[config.mk]
export PLATFORM = sky130hd
export DESIGN_NAME = uart_tx_ctrl
export DESIGN_NICKNAME = d
export VERILOG_FILES = /design/src/rtl/uart_pkg.sv /design/src/rtl/uart_tick_cnt.sv /design/src/rtl/uart_tx_ctrl.sv
export SDC_FILE = /design/constraint.sdc
export NUM_CORES = 1
export LEC_CHECK = 0
export BUFFER_PORTS_ARGS = -buffer_cell sky130_fd_sc_hd__buf_2
export CAP_MARGIN = 25
export CORE_ASPECT_RATIO = 1.25
export CORE_UTILIZATION = 55
export DETAILED_ROUTE_END_ITERATION = 10
export MAX_ROUTING_LAYER = met4
export PLACE_DENSITY_LB_ADDON = 0.25
export SLEW_MARGIN = 15
export SYNTH_ARGS = -nofsm -noshare
export SYNTH_HDL_FRONTEND = slang
export SYNTH_SLANG_ARGS = --single-unit
[constraint.sdc]
create_clock -name clk -period 5.1 [get_ports clk]
set_clock_uncertainty 0.1 [all_clocks]
set_input_delay 0 -clock clk [delete_from_list [all_inputs] [get_ports clk]]
set_output_delay 0 -clock clk [all_outputs]
set_load 0.01 [all_outputs]
[src/rtl/uart_pkg.sv]
// Shared UART definitions: frame sequencer states and default timing constants.
package uart_pkg;

    typedef enum logic [2:0] {
        IDLE,
        START,
        DATA,
        PARITY,
        STOP
    } uart_state_e;

    localparam int          DVSR_W        = 16;
    localparam int          OS_TICK_DEF   = 16;
    localparam int          STOP_TICK_DEF = 16;
    localparam logic [15:0] DVSR_DEF      = 16'd325;

endpackage

[src/rtl/uart_tick_cnt.sv]
// Qualified baud-tick counter: hit pulses on the tick that reaches term (term = N-1).
// clr holds the count at zero; shared by the transmit and receive sequencers.
module uart_tick_cnt #(
    parameter int CNT_W = 4
) (
    input  logic             clk,
    input  logic             rst,
    input  logic             clr,
    input  logic             tick,
    input  logic [CNT_W-1:0] term,
    output logic             hit
);

    logic [CNT_W-1:0] cnt_q;
    logic [CNT_W-1:0] cnt_d;

    always_comb begin
        cnt_d = cnt_q;
        hit   = 1'b0;
        if (clr) begin
            cnt_d = '0;
        end else if (tick) begin
            if (cnt_q == term) begin
                cnt_d = '0;
                hit   = 1'b1;
            end else begin
                cnt_d = cnt_q + 1'b1;
            end
        end
    end

    always_ff @(posedge clk or posedge rst) begin
        if (rst) begin
            cnt_q <= '0;
        end else begin
            cnt_q <= cnt_d;
        end
    end

endmodule

[src/rtl/uart_tx_ctrl.sv]
// UART transmit sequencer: one frame per valid/ready handshake, owns the baud divisor
// and baud enable. All outputs registered; divisor writes during a frame are deferred.
module uart_tx_ctrl
    import uart_pkg::*;
#(
    parameter int          DBIT      = 8,
    parameter int          OS_TICK   = OS_TICK_DEF,
    parameter int          STOP_TICK = STOP_TICK_DEF,
    parameter logic [15:0] DVSR_RST  = DVSR_DEF
) (
    input  logic              clk,
    input  logic              rst,
    input  logic [DVSR_W-1:0] dvsr_wdata,
    input  logic              dvsr_wr,
    output logic [DVSR_W-1:0] dvsr,
    output logic              baud_en,
    input  logic              baud_tick,
    input  logic              parity_en,
    input  logic              parity_odd,
    input  logic [DBIT-1:0]   tx_data,
    input  logic              tx_valid,
    output logic              tx_ready,
    output logic              tx,
    output logic              busy,
    output logic              tx_done
);

    localparam int MAX_TICK = (OS_TICK > STOP_TICK) ? OS_TICK : STOP_TICK;
    localparam int CNT_W    = $clog2(MAX_TICK);
    localparam int BIT_W    = $clog2(DBIT);

    uart_state_e       state_q, state_d;
    logic [DBIT-1:0]   data_q, data_d;
    logic              par_en_q, par_en_d;
    logic              par_bit_q, par_bit_d;
    logic [BIT_W-1:0]  bit_cnt_q, bit_cnt_d;
    logic              tx_q, tx_d;
    logic              baud_en_q, baud_en_d;
    logic              done_q, done_d;
    logic [DVSR_W-1:0] dvsr_q, dvsr_d;
    logic [DVSR_W-1:0] pend_q, pend_d;
    logic              pend_vld_q, pend_vld_d;

    logic             qtick;
    logic             hit;
    logic [CNT_W-1:0] term;
    logic             idle;
    logic             enter_idle;

    // A frozen generator can hold baud_tick high; only ticks while enabled count.
    assign qtick = baud_tick & baud_en_q;
    assign idle  = (state_q == IDLE);
    assign term  = (state_q == STOP) ? CNT_W'(STOP_TICK - 1) : CNT_W'(OS_TICK - 1);

    uart_tick_cnt #(
        .CNT_W (CNT_W)
    ) u_tick_cnt (
        .clk  (clk),
        .rst  (rst),
        .clr  (idle),
        .tick (qtick),
        .term (term),
        .hit  (hit)
    );

    assign enter_idle = (state_q == STOP) && hit;

    always_comb begin
        state_d    = state_q;
        data_d     = data_q;
        par_en_d   = par_en_q;
        par_bit_d  = par_bit_q;
        bit_cnt_d  = bit_cnt_q;
        tx_d       = tx_q;
        baud_en_d  = baud_en_q;
        done_d     = 1'b0;
        dvsr_d     = dvsr_q;
        pend_d     = pend_q;
        pend_vld_d = pend_vld_q;

        unique case (state_q)
            IDLE: begin
                if (tx_valid) begin
                    state_d   = START;
                    data_d    = tx_data;
                    par_en_d  = parity_en;
                    par_bit_d = (^tx_data) ^ parity_odd;
                    tx_d      = 1'b0;
                    baud_en_d = 1'b1;
                end
            end
            START: begin
                if (hit) begin
                    state_d   = DATA;
                    bit_cnt_d = '0;
                    tx_d      = data_q[0];
                end
            end
            DATA: begin
                if (hit) begin
                    data_d = {1'b0, data_q[DBIT-1:1]};
                    if (bit_cnt_q == BIT_W'(DBIT - 1)) begin
                        state_d = par_en_q ? PARITY : STOP;
                        tx_d    = par_en_q ? par_bit_q : 1'b1;
                    end else begin
                        bit_cnt_d = bit_cnt_q + 1'b1;
                        tx_d      = data_q[1];
                    end
                end
            end
            PARITY: begin
                if (hit) begin
                    state_d = STOP;
                    tx_d    = 1'b1;
                end
            end
            STOP: begin
                if (hit) begin
                    state_d   = IDLE;
                    tx_d      = 1'b1;
                    baud_en_d = 1'b0;
                    done_d    = 1'b1;
                end
            end
            default: begin
                state_d   = IDLE;
                tx_d      = 1'b1;
                baud_en_d = 1'b0;
            end
        endcase

        // The rate of a frame in flight never changes; deferred writes land on return to IDLE.
        if (enter_idle) begin
            dvsr_d     = dvsr_wr ? dvsr_wdata : (pend_vld_q ? pend_q : dvsr_q);
            pend_vld_d = 1'b0;
        end else if (dvsr_wr) begin
            if (idle && !tx_valid) begin
                dvsr_d = dvsr_wdata;
            end else begin
                pend_d     = dvsr_wdata;
                pend_vld_d = 1'b1;
            end
        end
    end

    always_ff @(posedge clk or posedge rst) begin
        if (rst) begin
            state_q    <= IDLE;
            data_q     <= '0;
            par_en_q   <= 1'b0;
            par_bit_q  <= 1'b0;
            bit_cnt_q  <= '0;
            tx_q       <= 1'b1;
            baud_en_q  <= 1'b0;
            done_q     <= 1'b0;
            dvsr_q     <= DVSR_RST;
            pend_q     <= '0;
            pend_vld_q <= 1'b0;
        end else begin
            state_q    <= state_d;
            data_q     <= data_d;
            par_en_q   <= par_en_d;
            par_bit_q  <= par_bit_d;
            bit_cnt_q  <= bit_cnt_d;
            tx_q       <= tx_d;
            baud_en_q  <= baud_en_d;
            done_q     <= done_d;
            dvsr_q     <= dvsr_d;
            pend_q     <= pend_d;
            pend_vld_q <= pend_vld_d;
        end
    end

    assign tx_ready = idle;
    assign busy     = !idle;
    assign tx       = tx_q;
    assign baud_en  = baud_en_q;
    assign tx_done  = done_q;
    assign dvsr     = dvsr_q;

endmodule
# == Word level (Yosys, flattened, before mapping) ==
# Index checks and enable logic that the tools add are counted.
# Widths: inputs -> output; s select.
# op_classes
addsub,2
eq_ne,15
mux,40
n_bitwise,5
n_reduce_logical,23
# op_table
cell,n
$mux 16,5
$mux 3,9
$mux 1,16
$mux 8,2
$ne 2x2->1 const B,8
$pmux 8 s2,1
$pmux 3 s5,1
$mux 4,3
$reduce_and 3->1,4
$reduce_bool 2->1,6
$reduce_and 4->1,2
$reduce_xor 8->1,1
$eq 3x2->1 const B,2
$eq 3x3->1 const B,2
$pmux 3 s2,1
$reduce_and 6->1,1
$add 4x1->4 const B,1
$eq 4x4->1 const B,1
$pmux 1 s4,1
$reduce_and 2->1,2
$add 3x1->3 const B,1
$eq 3x1->1 const B,1
$logic_not 3->1,1
$not 1->1,3
8 further kinds,10
# word_totals
ff_bits,56
out_inout_bits,21

# == Depth between registers and ports, before layout ==
# Gate-level depths: netlist of run 1.
# logic_depth
depth_word,7
ltp_mapped,7
ltp_nobuf,6

# == By module ==
# Synthesis of run 1 repeated with hierarchy kept, for this count alone.
# hier_totals
hier_cells,229
area_unflattened_um2,2886.5
# modules_own_cells
mod,n_inst,cells_per_inst,area_each_um2
uart_tx_ctrl,1,201,2597.5
uart_tick_cnt,1,28,289.0

# == Least setup slack after synthesis of run 1 ==
# OpenSTA, ideal clock, no wires.
# synth_path
kind,reg2reg
start,reg u_tick_cnt.cnt_q[0]
end,"reg dvsr_q[13], in the netlist dvsr[13]"
setup_ns,0.128
arrival_ns,1.932
t_required_ns,4.872
setup_slack_ns,2.940
stages_incl_launch_ff,7
n_path_buf,1
period_less_slack_ns,2.160
path_cell_list,dfrtp_1 -> ha_1 -> nand2_1 -> nor4_4 -> buf_6 -> mux2_1 -> mux2_1
# synth_between
elab_chain_len,7
word_cells_on_any_way,9
cone_classes,eq/ne: 1; mux: 4; reduce/logical: 4
# synth_lines
item,line,rtl
"start, declared",uart_tick_cnt.sv:14,logic [CNT_W-1:0] cnt_q;
"start signal, assigned",uart_tick_cnt.sv:36,cnt_q <= cnt_d;
$eq 4x4->1 *,uart_tick_cnt.sv:23,if (cnt_q == term) begin
$mux 1 *,uart_tick_cnt.sv:23,
$mux 1 *,uart_tick_cnt.sv:22,end else if (tick) begin
$mux 1 *,uart_tick_cnt.sv:20,if (clr) begin
$logic_and 1x1->1 *,uart_tx_ctrl.sv:66,assign enter_idle = (state_q == STOP) && hit;
$reduce_bool 2->1 (no source line),n/a,
$reduce_and 3->1 (no source line),n/a,
"end signal, assigned",uart_tx_ctrl.sv:168,dvsr_q <= dvsr_d;
"end, declared",uart_tx_ctrl.sv:40,"logic [DVSR_W-1:0] dvsr_q, dvsr_d;"
# Every way passes the cells marked *; elsewhere a longest branch is shown, timed or not.
# A chain may end at the register's enable or synchronous reset.

# == Worst setup path in the final report of run 1 ==
# layout_path
start,reg state_q[2]
end,"reg dvsr_q[13], in the netlist dvsr[13]"
# layout_between
elab_chain_len,5
word_cells_on_any_way,9
cone_classes,eq/ne: 1; mux: 2; reduce/logical: 6
# layout_lines
item,line,rtl
"start, declared",uart_tx_ctrl.sv:32,"uart_state_e state_q, state_d;"
"start signal, assigned",uart_tx_ctrl.sv:160,state_q <= state_d;
$logic_not 3->1,uart_tx_ctrl.sv:52,assign idle = (state_q == IDLE);
$mux 1,uart_tick_cnt.sv:20,
$logic_and 1x1->1,uart_tx_ctrl.sv:66,
$reduce_bool 2->1 (no source line),n/a,
$reduce_and 3->1 (no source line),n/a,
# Parallel ways exist; a longest one is shown, timed or not.

==> impl_metrics.toml, run 1 <==
[cts]
post-cts-setup-buffer-count = 0
numCtsBuffers = 5
clk_latency_ns = 0.31
cts_tree = "yes"
cts_resized = 0
clkSinkCount = 56
cts_buffer_depth = 2
root_buffer = "clkbuf_8"
htreeDepth = 2
path_clk_slew_ns = 0.10

[die]
rows = 28
die_area_sq_um = 5280
core_area_sq_um = 4760
io_pins = 52
chipWidth_microns = 65.2
initial_core_util_pct = 57.6
die_h_microns = 81.0

[critical_path]
path_buf_inv = 1
end_kind = "flop"
reg2reg_to = "dvsr[13]$_DFFE_PP0P_"
critPathLaunchType = "flop"
crit_type = "reg -> reg"
cpMostUsedCell = "mux2_1"
r2r_cells = 5
arrival_ns = 2.69
slowest_delay_ns = 0.64
regToRegSetupSlack_ns = 2.51
r2r-start = "state_q[2]$_DFFE_PP0P_"
critPathMaxFanout = 15
path_cells = "or3b_4 > nor4_4 > buf_6 > mux2_1 > mux2_1"
slowest_stage = "dfrtp_1"
cp_top_family = "simple AND/OR/NAND/NOR gates"
cp.required_ns = 5.20

[yosys]
async_reset_ff_share_pct = 100
yosysWarnings = 0
synth-seq-area-share_pct = 51.3
synth_cells = 228
syn-cell-area_sq_um = 2750
avgSynthCellArea_sq_um = 12.0
ys_ff_latch = 56
synth-edff-count = 0
syn-num-nets = 262
synth.distinct_cells = 45
ys.flop_type = "dfrtp_1"

[sta]
setup_viol = 0
hold_viol = 0
slew_headroom_pct = 36.4
final_max_slew_viol_count = 0
layout_min_cycle_time_ns = 2.59
clock.fmax_ghz = 0.387
rsz0062_at_grt = "no"
min_period_over_period_pct = 50.7
worst_slew_pin_slew_ns = 0.954
fin_tns_setup_ns = 0

[placement]
place_hpwl_microns = 3390
numPortBuffers = 51
placed_cell_area_sq_um = 3030
place_congestion = 0.777

[power_and_ir_drop]
power_density_nw_per_um2 = 383
power.leakage_nw = 1.48
peakVddDrop_mv = 0.251

[grt]
grt_max_degree = 57
grt_pass1_vias = 1941
antenna_found_initial = 0
grt.overflow.total = 0
grt_pass1_wl_microns = 8770
grt_use_total_pct = 22.5

[finish]
drive_above_1_share_pct = 37.3
regArea_sq_um = 1410
finalInstanceArea_sq_um = 3410
area_delta_synth_final_pct = 24.3
fillers = 366
antenna_cells = 0
nNetsFinal = 339
multi_input_area_sq_um = 1270

[routing]
drt_iter0_markers = 79
firstDrtPassIters = 4
drc_errors = 0
vias = 2006
wl_microns = 5300
viasPerCell = 5.48
wl_per_cell_microns = 14.5
ant_nets = 0

[worst_hold_path]
min-delay-path-class = "in -> reg"
min_delay_path_depth = 4
hold_start = "tx_data[7]"
holdPathEnd = "data_q[7]$_DFFE_PP0P_"

[status]
status = "finished, final reports clean"

[flow_run]
max_cap_violations = 0
-- routing by layer --
metal  routed length (microns)  vias to the layer above  GRT usage (%)
li1                          -                      972              -
met1                      2270                      981           25.3
met2                      2790                       46           39.8
met3                       191                        7           4.78
met4                        58                        0           6.96
met5                         0                        -              -
-- placed cells by master (no fill, tap or decap), drive strengths merged, types with 2 or more instances in the layout --
cell and count:
nor3b 2, buf 54, nand3 5, ha 3
dfstp 5, dfrtp 51, or3b 3, a21oi 10
dlygate4sd3 27, mux2 50, clkinv 2, nor2 6
nor4 4, nor2b 2, mux2i 9, nor3 2
a211oi 2, xnor2 4, clkbuf 5, inv 6
nand2 22, o22a 2, xor2 3, o21ai 12
-- worst max-delay path by stage --
stage,from,end,slack [ns],cells past startpoint
after floorplan,u_tick_cnt.cnt_q[0]$_DFFE_PP0P_,dvsr[13]$_DFFE_PP0P_,2.94,6
after global placement,state_q[2]$_DFFE_PP0P_,dvsr[11]$_DFFE_PP0P_,2.35,4
after detailed placement,state_q[2]$_DFFE_PP0P_,dvsr[13]$_DFFE_PP0P_,2.28,4
after CTS,state_q[2]$_DFFE_PP0P_,dvsr[13]$_DFFE_PP0P_,2.28,4
after global routing,u_tick_cnt.cnt_q[0]$_DFFE_PP0P_,dvsr[12]$_DFFE_PP0P_,2.35,5
final,state_q[2]$_DFFE_PP0P_,dvsr[13]$_DFFE_PP0P_,2.51,5
-- logic make-up after synthesis --
group | after synthesis | share of synthesized area, %
AOI/OAI and AO/OA | 35 | 8.02
adders and majority gates | 3 | 1.37
buffers and inverters | 16 | 2.73
DFF | 56 | 51.3
and+or+nand+nor | 51 | 9.75
xor gates and xnor gates | 8 | 3.05
muxes | 59 | 23.8
-- flip-flops by register name, indices dropped and copies added, names as in the netlist, 3 cells and up --
name	flops
bit_cnt_q	3
dvsr	16
state_q	3
pend_q	16
data_q	8
u_tick_cnt.cnt_q	4
-- power breakdown --
group	switching [W]	internal [W]
Sequential	0.0000972	0.000597
Clock	0.000146	0.0000987
Combinational	0.000173	0.000194
Total	0.000417	0.000890
-- tightest hold or removal path, cell delays in order --
cell     delay (ns)
buf_2          0.12
nand3_1        0.07
a21oi_1        0.06
a21o_1         0.15
-- synth_stat cells (all sizes together) (2+ instances only) --
master / number / area (sq um)
nor2b: 2 / 12.5
clkbuf: 6 / 22.5
buf: 5 / 33.8
nor3: 2 / 10.0
a21oi: 10 / 53.8
mux2: 50 / 563
a211oi: 2 / 15.0
or3b: 3 / 28.8
nor2: 6 / 22.5
xor2: 3 / 26.3
nand3: 5 / 25.0
inv: 5 / 18.8
dfstp: 5 / 131
mux2i: 9 / 90.1
ha: 3 / 37.5
o21ai: 12 / 63.8
dfrtp: 51 / 1280
nand2: 22 / 82.6
xnor2: 4 / 35.0
nor3b: 2 / 15.0
o22a: 2 / 17.5
nor4: 4 / 40.0
-- timing repair --
| action | CTS | global route |
|---|---|---|
| setup endpoints to repair | 0 | 0 |
| hold buffers | 27 | 0 |
| hold endpoints to repair | 93 | 0 |
-- final cells by class --
cell class / instances / area share, %
clock buffers: 5 / 2.02
clock inverters: 3 / 0.660
inverters: 5 / 0.550
multi-input cells: 156 / 37.1
flip-flops and latches: 56 / 41.3
well taps: 60 / 2.20
repair buffers: 81 / 16.2
-- per-stage QoR --
step / hold slack (ns) / utilization [%] / setup slack (ns) / power, W / cells
detailed placement: 0.137 / 63.7 / 2.28 / 0.00106 / 330
global placement: 0.133 / 63.7 / 2.35 / 0.00104 / 330
floorplan: 0.0470 / - / 2.94 / 0.000919 / 228
CTS: 0.00951 / 71.3 / 2.28 / 0.00132 / 365
global route: 0.0504 / 71.6 / 2.35 / 0.00139 / 366
finish: 0.0227 / 71.6 / 2.51 / 0.00131 / 366
Power figures use the tool's default switching activity.
==> run 2, diff against run 1 <==
Clock period 5.1 ns to 2.5 ns, I/O delays scaled along.
==> run 2 against run 1 <==
Effect of this change: sequential share of layout area is 0.60 points lower; via count shrank 0.20%; critical path type unchanged; power up 110%; hold slack got worse by 0.0099 ns.
==> impl_metrics.toml, run 2 (synthesis results as in run 1) <==
[grt]
grt_pass1_vias = 1973
antenna_found_initial = 0
grt_pass1_wl_microns = 8620
grt.overflow.total = 0
grt_use_total_pct = 22.0
use_met3_pct = 3.93
busiest_layer = "met2"
use_met1_pct = 25.4
grt_max_degree = 25
grt_use_met2_pct = 38.4

[critical_path]
critPathMaxFanout = 16
end_kind = "flop"
slowest_delay_ns = 0.49
cp.required_ns = 2.59
cp_top_family = "multiplexers"
cpMostUsedCell = "mux2_1"
path_cells = "or3b_4 > nor4_4 > buf_4 > mux2_1 > mux2_1"
crit_type = "reg -> reg"
arrival_ns = 2.29
path_buf_inv = 1
critPathLaunchType = "flop"
slowest_stage = "dfrtp_1"

[cts]
root_buffer = "clkbuf_8"
htreeDepth = 2
clkSinkCount = 56
numCtsBuffers = 5
path_clk_slew_ns = 0.09
cts_resized = 0
cts_buffer_depth = 2
cts_tree = "yes"
clk_latency_ns = 0.30

[placement]
dpl.cell_count = 339
post-place-ws_ns = 0.307
place_congestion = 0.816
numPortBuffers = 51
place_hpwl_microns = 3740

[status]
status = "finished, final reports clean"

[die]
initial_core_util_pct = 57.6
core_area_sq_um = 4760
chipWidth_microns = 65.2
rows = 28
die_h_microns = 81.0
die_area_sq_um = 5280
io_pins = 52

[finish]
finalNonFillerCells = 373
area_delta_synth_final_pct = 26.1
nNetsFinal = 346
drive_above_1_share_pct = 38.3
mostFrequentLayoutCells = "dfrtp_1 (51), buf_2 (51), mux2_2 (39)"
fillers = 336
antenna_cells = 0
utilization_pct = 72.7

[power_and_ir_drop]
peakVddDrop_mv = 0.425
power.leakage_nw = 1.52
power_density_nw_per_um2 = 780

[routing]
drt_iter0_markers = 84
vias = 2002
wl_per_cell_microns = 14.3
ant_nets = 0
viasPerCell = 5.37
drc_errors = 0
firstDrtPassIters = 4
wl_microns = 5340

[sta]
rsz0062_at_grt = "no"
min_period_over_period_pct = 88.0
clock.fmax_ghz = 0.454
setup_viol = 0
slew_headroom_pct = 75.1
hold_viol = 0
fin_tns_setup_ns = 0
fin_hold_ws_ns = 0.0128
worst_slew_pin_slew_ns = 0.372
layout_min_cycle_time_ns = 2.20
setup_ws_ns = 0.299
final_max_slew_viol_count = 0

[flow_run]
max_cap_violations = 0

[worst_hold_path]
min-delay-path-class = "in -> reg"
run 2: power by group:
part	internal [W]	total [W]	switching (W)
combinational	0.000403	0.000774	0.000371
sequential	0.00122	0.00141	0.000186
clock	0.000253	0.000521	0.000268
total	0.00188	0.00270	0.000825
run 2: timing repair:
item | in CTS | in global routing
setup buffers | 0 | 0
hold buffers | 26 | 0
endpoints found under the hold margin | 95 | 0
run 2: tightest hold or removal path: stages:
cell and delay, ns:
buf_2 0.16, nand2_1 0.12, o21ai_0 0.09
run 2: path summary, 6_finish.rpt:
check	depth (start not counted)	end	from	slack [ns]
min in group asynchronous	3	pend_q[3]$_DFFE_PP0P_	rst	0.10
min	3	par_bit_q$_DFFE_PP0P_	tx_valid	0.01
max reg2reg	5	dvsr[13]$_DFFE_PP0P_	state_q[1]$_DFFE_PP0P_	0.30
min reg2reg	2	data_q[4]$_DFFE_PP0P_	data_q[4]$_DFFE_PP0P_	0.39
max	5	dvsr[13]$_DFFE_PP0P_	state_q[1]$_DFFE_PP0P_	0.30
max in group asynchronous	4	dvsr[8]$_DFFE_PP1P_	rst	1.53
run 2: per-layer routing:
metal	vias up	share of wire (%)
met3	9	4.6
met5	-	0
met1	958	43
met2	55	51
met4	0	1.6
li1	980	-
run 2: final cells by class:
type / instances / area [sq um] / share of cell area (%)
sequential: 56 / 1410 / 40.7
clock buffer: 8 / 100 / 2.89
tap: 60 / 75.1 / 2.17
inverter: 5 / 18.8 / 0.542
timing repair buffer: 88 / 598 / 17.3
multi-input combinational: 156 / 1260 / 36.5
run 2: through the flow:
| stage | area (sq um) | total power [W] |
|---|---|---|
| 2_1_floorplan | 2750 | 0.00187 |
| 3_3_place_gp | 3100 | 0.00212 |
| 3_5_place_dp | 3100 | 0.00218 |
| 4_1_cts | 3460 | 0.00273 |
| 5_1_grt | 3460 | 0.00287 |
| 6_report | 3460 | 0.00270 |
